==> src/rtl/genius_pkg.sv <==
// genius_pkg: shared Genius state codes (also decoded by the unit control hexa7seg debug) and default LED on/off cycle counts
package genius_pkg;
  localparam logic [3:0] ST_IDLE  = 4'd0;
  localparam logic [3:0] ST_FETCH = 4'd1;
  localparam logic [3:0] ST_LOAD  = 4'd2;
  localparam logic [3:0] ST_SHOW  = 4'd3;
  localparam logic [3:0] ST_GAP   = 4'd4;
  localparam logic [3:0] ST_DONE  = 4'd5;
  localparam int ON_CYCLES_DEF  = 1000;
  localparam int OFF_CYCLES_DEF = 500;
endpackage

==> src/rtl/interval_timer.sv <==
// interval_timer: CNT_W up-counter; ports clock, reset (async low), clear, en, tc_value -> tc (count==tc_value)
module interval_timer #(
  parameter int CNT_W = 12
) (
  input  logic             clock,
  input  logic             reset,
  input  logic             clear,
  input  logic             en,
  input  logic [CNT_W-1:0] tc_value,
  output logic             tc
);
  logic [CNT_W-1:0] count;
  always_ff @(posedge clock or negedge reset)
    if (!reset) count <= '0;
    else if (clear) count <= '0;
    else if (en) count <= count + 1'b1;
  assign tc = count == tc_value;
endmodule

==> src/rtl/sequence_presenter.sv <==
// sequence_presenter: shows ROM entries 0..rodada on leds (ON lit, OFF blank); ports clock, reset (async low), start, rodada, mem_data, [abort if SEQ_PRESENTER_ABORT_EN] -> mem_addr, leds, busy, done, db_estado
module sequence_presenter
  import genius_pkg::*;
#(
  parameter int ADDR_W     = 4,
  parameter int DATA_W     = 4,
  parameter int CNT_W      = 12,
  parameter int ON_CYCLES  = ON_CYCLES_DEF,
  parameter int OFF_CYCLES = OFF_CYCLES_DEF
) (
  input  logic              clock,
  input  logic              reset,
  input  logic              start,
`ifdef SEQ_PRESENTER_ABORT_EN
  input  logic              abort,
`endif
  input  logic [ADDR_W-1:0] rodada,
  input  logic [DATA_W-1:0] mem_data,
  output logic [ADDR_W-1:0] mem_addr,
  output logic [DATA_W-1:0] leds,
  output logic              busy,
  output logic              done,
  output logic [3:0]        db_estado
);
  logic [3:0]        state;
  logic [ADDR_W-1:0] last;
  logic              timing, tc, kill;
  assign timing = state == ST_SHOW || state == ST_GAP;
`ifdef SEQ_PRESENTER_ABORT_EN
  assign kill = abort && state != ST_IDLE;
`else
  assign kill = 1'b0;
`endif
  interval_timer #(.CNT_W(CNT_W)) u_timer (
    .clock    (clock),
    .reset    (reset),
    .clear    (!timing || tc),
    .en       (1'b1),
    .tc_value (state == ST_SHOW ? CNT_W'(ON_CYCLES - 1) : CNT_W'(OFF_CYCLES - 1)),
    .tc       (tc)
  );
  always_ff @(posedge clock or negedge reset)
    if (!reset) begin
      state    <= ST_IDLE;
      leds     <= '0;
      mem_addr <= '0;
      last     <= '0;
    end else if (kill) begin
      state <= ST_IDLE;
      leds  <= '0;
    end else
      case (state)
        ST_IDLE: if (start) begin
          last     <= rodada;
          mem_addr <= '0;
          state    <= ST_FETCH;
        end
        ST_FETCH: state <= ST_LOAD;
        ST_LOAD: begin
          leds  <= mem_data;
          state <= ST_SHOW;
        end
        ST_SHOW: if (tc) begin
          leds  <= '0;
          state <= ST_GAP;
        end
        ST_GAP: if (tc) begin
          state <= mem_addr == last ? ST_DONE : ST_FETCH;
          if (mem_addr != last) mem_addr <= mem_addr + 1'b1;
        end
        default: state <= ST_IDLE;
      endcase
  assign done      = state == ST_DONE;
  assign busy      = timing || state == ST_FETCH || state == ST_LOAD;
  assign db_estado = state;
endmodule

==> config.mk <==
export PLATFORM = sky130hd
export DESIGN_NAME = sequence_presenter
export DESIGN_NICKNAME = d
export VERILOG_FILES = /design/src/rtl/genius_pkg.sv /design/src/rtl/interval_timer.sv /design/src/rtl/sequence_presenter.sv
export SDC_FILE = /design/constraint.sdc
export NUM_CORES = 1
export LEC_CHECK = 0
export BUFFER_PORTS_ARGS = -buffer_cell sky130_fd_sc_hd__buf_2
export CAP_MARGIN = 0
export CELL_PAD_IN_SITES_DETAIL_PLACEMENT = 0
export CELL_PAD_IN_SITES_GLOBAL_PLACEMENT = 2
export CORE_ASPECT_RATIO = 0.9
export CORE_UTILIZATION = 36
export CTS_BUF_LIST = sky130_fd_sc_hd__clkbuf_4 sky130_fd_sc_hd__clkbuf_8
export CTS_CLUSTER_SIZE = 14
export DETAILED_ROUTE_END_ITERATION = 6
export MAX_ROUTING_LAYER = met4
export PLACE_DENSITY_LB_ADDON = 0.12
export SETUP_SLACK_MARGIN = 0.05
export SYNTH_ARGS = -nofsm -noshare
export SYNTH_HDL_FRONTEND = slang
export SYNTH_SLANG_ARGS = --single-unit
==> constraint.sdc <==
create_clock -name clock -period 2.4 [get_ports clock]
set_input_delay 0.6 -clock clock [delete_from_list [all_inputs] [get_ports clock]]
set_output_delay 0.6 -clock clock [all_outputs]
set_load 0.02 [all_outputs]
======== After elaboration in Yosys (flattened, before gate mapping) ========
Cells that the tools add are included.
word-level totals
  register bits after elaboration ......... 28
  bits of input ports ..................... 11
  output and inout bits ................... 14
  logic and storage cells ................. 44
operators by class
  add/sub/neg operators ................... 2
  equality and inequality tests ........... 12
  mux-type cells .......................... 13
  reductions and logical operators ........ 12
operators with widths
  cell                                                                     count
  4-bit two-way mux                                                        7
  4-bit one-hot mux with 5 select lines                                    1
  4-bit one-hot mux with 2 select lines                                    2
  12-bit by 1-bit adder with 12-bit output, second input constant          1
  12-bit by 10-bit == test with 1-bit output                               1
  12-bit two-way mux                                                       1
  10-bit two-way mux                                                       1
  4-bit by 2-bit == test with 1-bit output, second input constant          2
  4-bit by 3-bit == test with 1-bit output, second input constant          2
  2-bit inequality test, second input constant                             3
  4-bit by 1-bit adder with 4-bit output, second input constant            1
  4-bit by 1-bit == test with 1-bit output, second input constant          1
  4-bit == test                                                            1
  4-bit logical NOT                                                        1
  1-bit logical OR                                                         4
  4-bit inequality test                                                    1
  2-bit AND reduction                                                      2
  4-bit AND reduction                                                      1
  2-bit nonzero test                                                       2
  3-bit two-way mux                                                        1
  3-bit AND reduction                                                      1
  2-bit by 1-bit inequality test with 1-bit output, second input constant  1
  1-bit logical NOT                                                        1

======== Longest topological paths before layout ========
  word-level depth ........................ 5
  mapped depth ............................ 7
  depth with buffers taken out ............ 6

======== Modules after synthesis ========
From an unflattened synthesis, not the netlist that was laid out.
unflattened totals
  cell total of the unflattened synthesis .. 154
  area total of the unflattened synthesis .. 1562.7 um^2
by module, submodules not included
  module              times used  cells an instance  area an instance (um^2)  sequential area each (um^2)
  sequence_presenter  1           80                 840.8                    375.4
  interval_timer      1           74                 721.9                    300.3

======== Least setup slack after synthesis ========
Ideal clock, no wire load.
  kind .................................... reg-to-reg
  start point ............................. reg state[2] (netlist: db_estado[2])
  end point ............................... reg mem_addr[2]
  data arrival time ....................... 1.660 ns
  setup slack ............................. 0.616 ns
  cell stages (with the launch flop) ...... 7
  path buffers ............................ 1
  cell sequence ........................... dfrtp_1 > nand3b_2 > mux2i_4 > and2_1 > buf_6 > and4b_1 > a211o_1
on the way
  cells in the longest elaborated chain, start to end .. 5
ends and longest elaborated chain
  item                                        line                      source
  start, declared                             sequence_presenter.sv:25  logic [3:0] state;
  start signal, assigned                      sequence_presenter.sv:68  state <= mem_addr == last ? ST_DONE : ST_FETCH;
  4-bit by 2-bit == test with 1-bit output    sequence_presenter.sv:39  .tc_value (state == ST_SHOW ? CNT_W'(ON_CYCLES - 1) : CNT_W'(OFF_CYCLES - 1)),
  10-bit two-way mux                          sequence_presenter.sv:39
  12-bit by 10-bit == test with 1-bit output  interval_timer.sv:17      assign tc = count == tc_value;
  2-bit inequality test (no source line)      -
  4-bit AND reduction (no source line)        -
  end signal, assigned                        sequence_presenter.sv:69  if (mem_addr != last) mem_addr <= mem_addr + 1'b1;
  end, declared                               sequence_presenter.sv:19  output logic [ADDR_W-1:0] mem_addr,
Parallel ways exist; a longest one is shown, timed or not.
A chain may end at the register's enable or synchronous reset.

======== Worst setup path after layout ========
  start point ............................. reg state[0] (netlist: db_estado[0])
  end point ............................... out busy
on the way
  cells in the longest elaborated chain, start to end .. 4
ends and longest elaborated chain
  item                                                                                                  line                      source
  4-bit by 2-bit == test with 1-bit output or 4-bit by 3-bit == test with 1-bit output (tied branches)  sequence_presenter.sv:28  assign timing = state == ST_SHOW || state == ST_GAP;
  1-bit logical OR                                                                                      sequence_presenter.sv:28
  1-bit logical OR                                                                                      sequence_presenter.sv:74  assign busy = timing || state == ST_FETCH || state == ST_LOAD;
  1-bit logical OR (*)                                                                                  sequence_presenter.sv:74
  end, declared                                                                                         sequence_presenter.sv:21  output logic busy,
Mark *: on every way between the ends. The rest lies on a longest branch, timed or not.

==> flow_summary.json <==
{
  "yosys-top-cells-area": "dfrtp_1 49%, xnor2_1 7.0%, nor2_1 4.7%, mux2_2 3.3%, nand2_1 2.7%",
  "cts.clk_slew.worst_paths_ns": 0.09,
  "run_status": "completed",
  "yosys_warnings": 0,
  "worst_ep_arrival_time_ns": 1.31,
  "area_delta_synth_final_pct": 14.23,
  "layout_common_cells": "27 x dfrtp_1, 23 x buf_2, 17 x nor2_1",
  "postCtsHoldBufs": 0,
  "antenna_found_initial": 0,
  "final.min_clock_period_ns": 1.909,
  "final_nets": 167,
  "rrSetupSlack_ns": 0.55,
  "gp_congestion": 0.7596,
  "cts_made_buffers": 3,
  "n_fill_cell": 364,
  "finalCoreUtilization_pct": 44.71,
  "ios": 25,
  "cp_max_fo": 11,
  "num_vias": 988,
  "dieArea_sq_mm": 0.004060,
  "place_ws_ns": 0.5513,
  "dp.final_hpwl_microns": 1977,
  "slew_headroom_pct": 60.04,
  "slew_viol_final": 0,
  "drtIter0Drc": 16,
  "path_cells": "nor2_1 > xnor2_1 > buf_2",
  "place_area_sq_mm": 0.001520,
  "grt_max_degree": 28,
  "final_common_cell": "dfrtp_1",
  "die_y_microns": 60.55,
  "worstSetupStartpointType": "flop",
  "antenna_left": 0,
  "htreeDepth": 1,
  "start_util_pct": 39.14,
  "synth-seq-cells": 27,
  "timing.rr.start": "u_timer.count[2]",
  "ir_drop_mv": 0.3370,
  "cts_tree": "built",
  "synth_cell_types": 37,
  "vias_per_cell": 5.015,
  "numPortBuffers": 23,
  "fp-row-count": 20,
  "finClkSkew_ns": 0.002625,
  "multi_input_area_sq_um": 663.1,
  "core_sq_mm": 0.003503,
  "synth-seq-area-share_pct": 49.27,
  "syn_nets": 142,
  "finalWorstSetupSlack_ns": 0.4911,
  "clock_path_buffers": 2,
  "clk_latency_ns": 0.27,
  "grt_pass1_wl_microns": 4609,
  "cellLeakagePower_nw": 0.7206,
  "postCtsSetupRepairBufs": 0,
  "crit_start": "db_estado[0]",
  "powerDensity_mw_per_mm2": 718.0,
  "min_path_type": "input pin to asynchronous set/reset pin",
  "tightest_slew_ns": 0.5994,
  "r2r_end": "mem_addr[2]",
  "end_kind": "primary output",
  "crit_required_ns": 1.80,
  "seq_area_sq_um": 675.6,
  "gr-total-overflow": 0,
  "die_x_microns": 67.06,
  "grt_usage_pct": 15.97,
  "cts_resized": 0,
  "setup_tns_ns": 0,
  "layout-drive-gt1-share_pct": 25.49,
  "rsz0062_at_grt": "false",
  "routedWlPerCell_microns": 13.52,
  "post-route-period-util_pct": 79.54,
  "synth_area_per_cell_sq_um": 10.63,
  "fmax_ghz": 0.5239,
  "grt_pass1_vias": 945,
  "slowest_delay_ns": 0.50,
  "cpMaxStageDelayCell": "dfrtp_1",
  "drcViolationCount": 0,
  "worst-setup-path-type": "flop to primary output",
  "setup_viol": 0,
  "reg2regPathDepth": 5,
  "synth_area_sq_mm": 0.001371,
  "antenna_cells": 0,
  "hold_viol": 0,
  "netlist.area_leader.share_pct": 49.27,
  "cap_violations": 0,
  "root_buffer": "clkbuf_8",
  "fin_area_sq_mm": 0.001567,
  "wirelength_microns": 2663,
  "numClockSinks": 27,
  "syn_inst": 129,
  "synth_area_leader_cell": "dfrtp_1",
  "first_pass_iters": 4
}
## layout make-up
cell class	count	area share [%]
flip-flops and latches	27	43.13
multi-input cells	97	42.33
repair buffers	24	7.828
well taps	44	3.514
clock buffers	3	2.636
clock inverters	1	0.3195
inverters	1	0.2396
## power by group
group	total (W)	internal, W	switching [W]	leakage (nW)
Sequential	0.000618	0.000534	0.0000838	0.333
Clock	0.000257	0.000116	0.000141	0.0255
Combinational	0.000249	0.000126	0.000124	0.362
Total	0.00112	0.000776	0.000348	0.721
## state kept, by name (all words and copies together), names as in the netlist
register and count:
db_estado 3, last 4, leds 4, mem_addr 4, u_timer.count 12
## stage by stage
step / total power (W) / cells / hold WS (ns)
6_report: 0.001125 / 197 / 0.3226
5_1_grt: 0.001209 / 197 / 0.3603
4_1_cts: 0.001147 / 197 / 0.3439
3_5_place_dp: 0.0008774 / 193 / 0.4808
3_3_place_gp: 0.0008733 / 193 / 0.4716
2_1_floorplan: 0.0008048 / 129 / 0.3044
## cells by family after synthesis
kind of cell,Yosys count,share of synthesized area (%)
XOR/XNOR,15,9.580
AND/OR/NAND/NOR,57,21.99
buffers and inverters,5,2.372
flip-flops,27,49.27
adder cells (fa/ha/maj),2,1.825
AO/OA/AOI/OAI,16,9.033
other,1,0.2735
multiplexers,6,5.657
## how the worst max path moves through the flow
stage	endpoint	slack (ns)	cells past startpoint
4_1_cts	busy	0.47	3
2_1_floorplan	mem_addr[2]	0.62	6
3_3_place_gp	mem_addr[2]	0.58	4
6_report	busy	0.49	3
3_5_place_dp	mem_addr[2]	0.55	5
5_1_grt	busy	0.39	3
## Yosys cell counts
library cell,count
a21o_1,1
nand3b_1,1
buf_6,1
buf_4,1
and2_1,2
ha_1,2
nand3b_2,1
nor2_1,17
mux2i_1,1
or3b_4,1
inv_1,1
nor4_2,1
nand2b_1,3
or3b_1,1
o21ai_1,1
xnor2_1,11
a21oi_1,3
o21ai_0,2
buf_2,2
xor2_1,4
and3b_1,1
nand3_1,7
nor3_1,4
a22o_1,4
a21oi_2,1
and3_1,3
mux2_2,4
a211o_1,2
nand2_1,10
nand4_1,3
and4b_1,1
dfrtp_1,27
or2_2,1
a41oi_2,1
mux2i_4,1
conb_1,1
o2bb2ai_1,1
## critical path: cells and delay by family, from the launching register on
kind / cells / cell delay (ns)
flip-flops: 1 / 0.50
buffers and inverters: 1 / 0.18
AND/OR/NAND/NOR: 1 / 0.22
XOR/XNOR: 1 / 0.14
## per-layer routing
layer  global-route usage, %  routed length [microns]
met1                   23.01                     1395
met2                   22.86                     1120
met3                   3.383                      126
met4                   3.647                       21
met5                       -                        0
No activity file was read; power rests on OpenSTA's default activity.
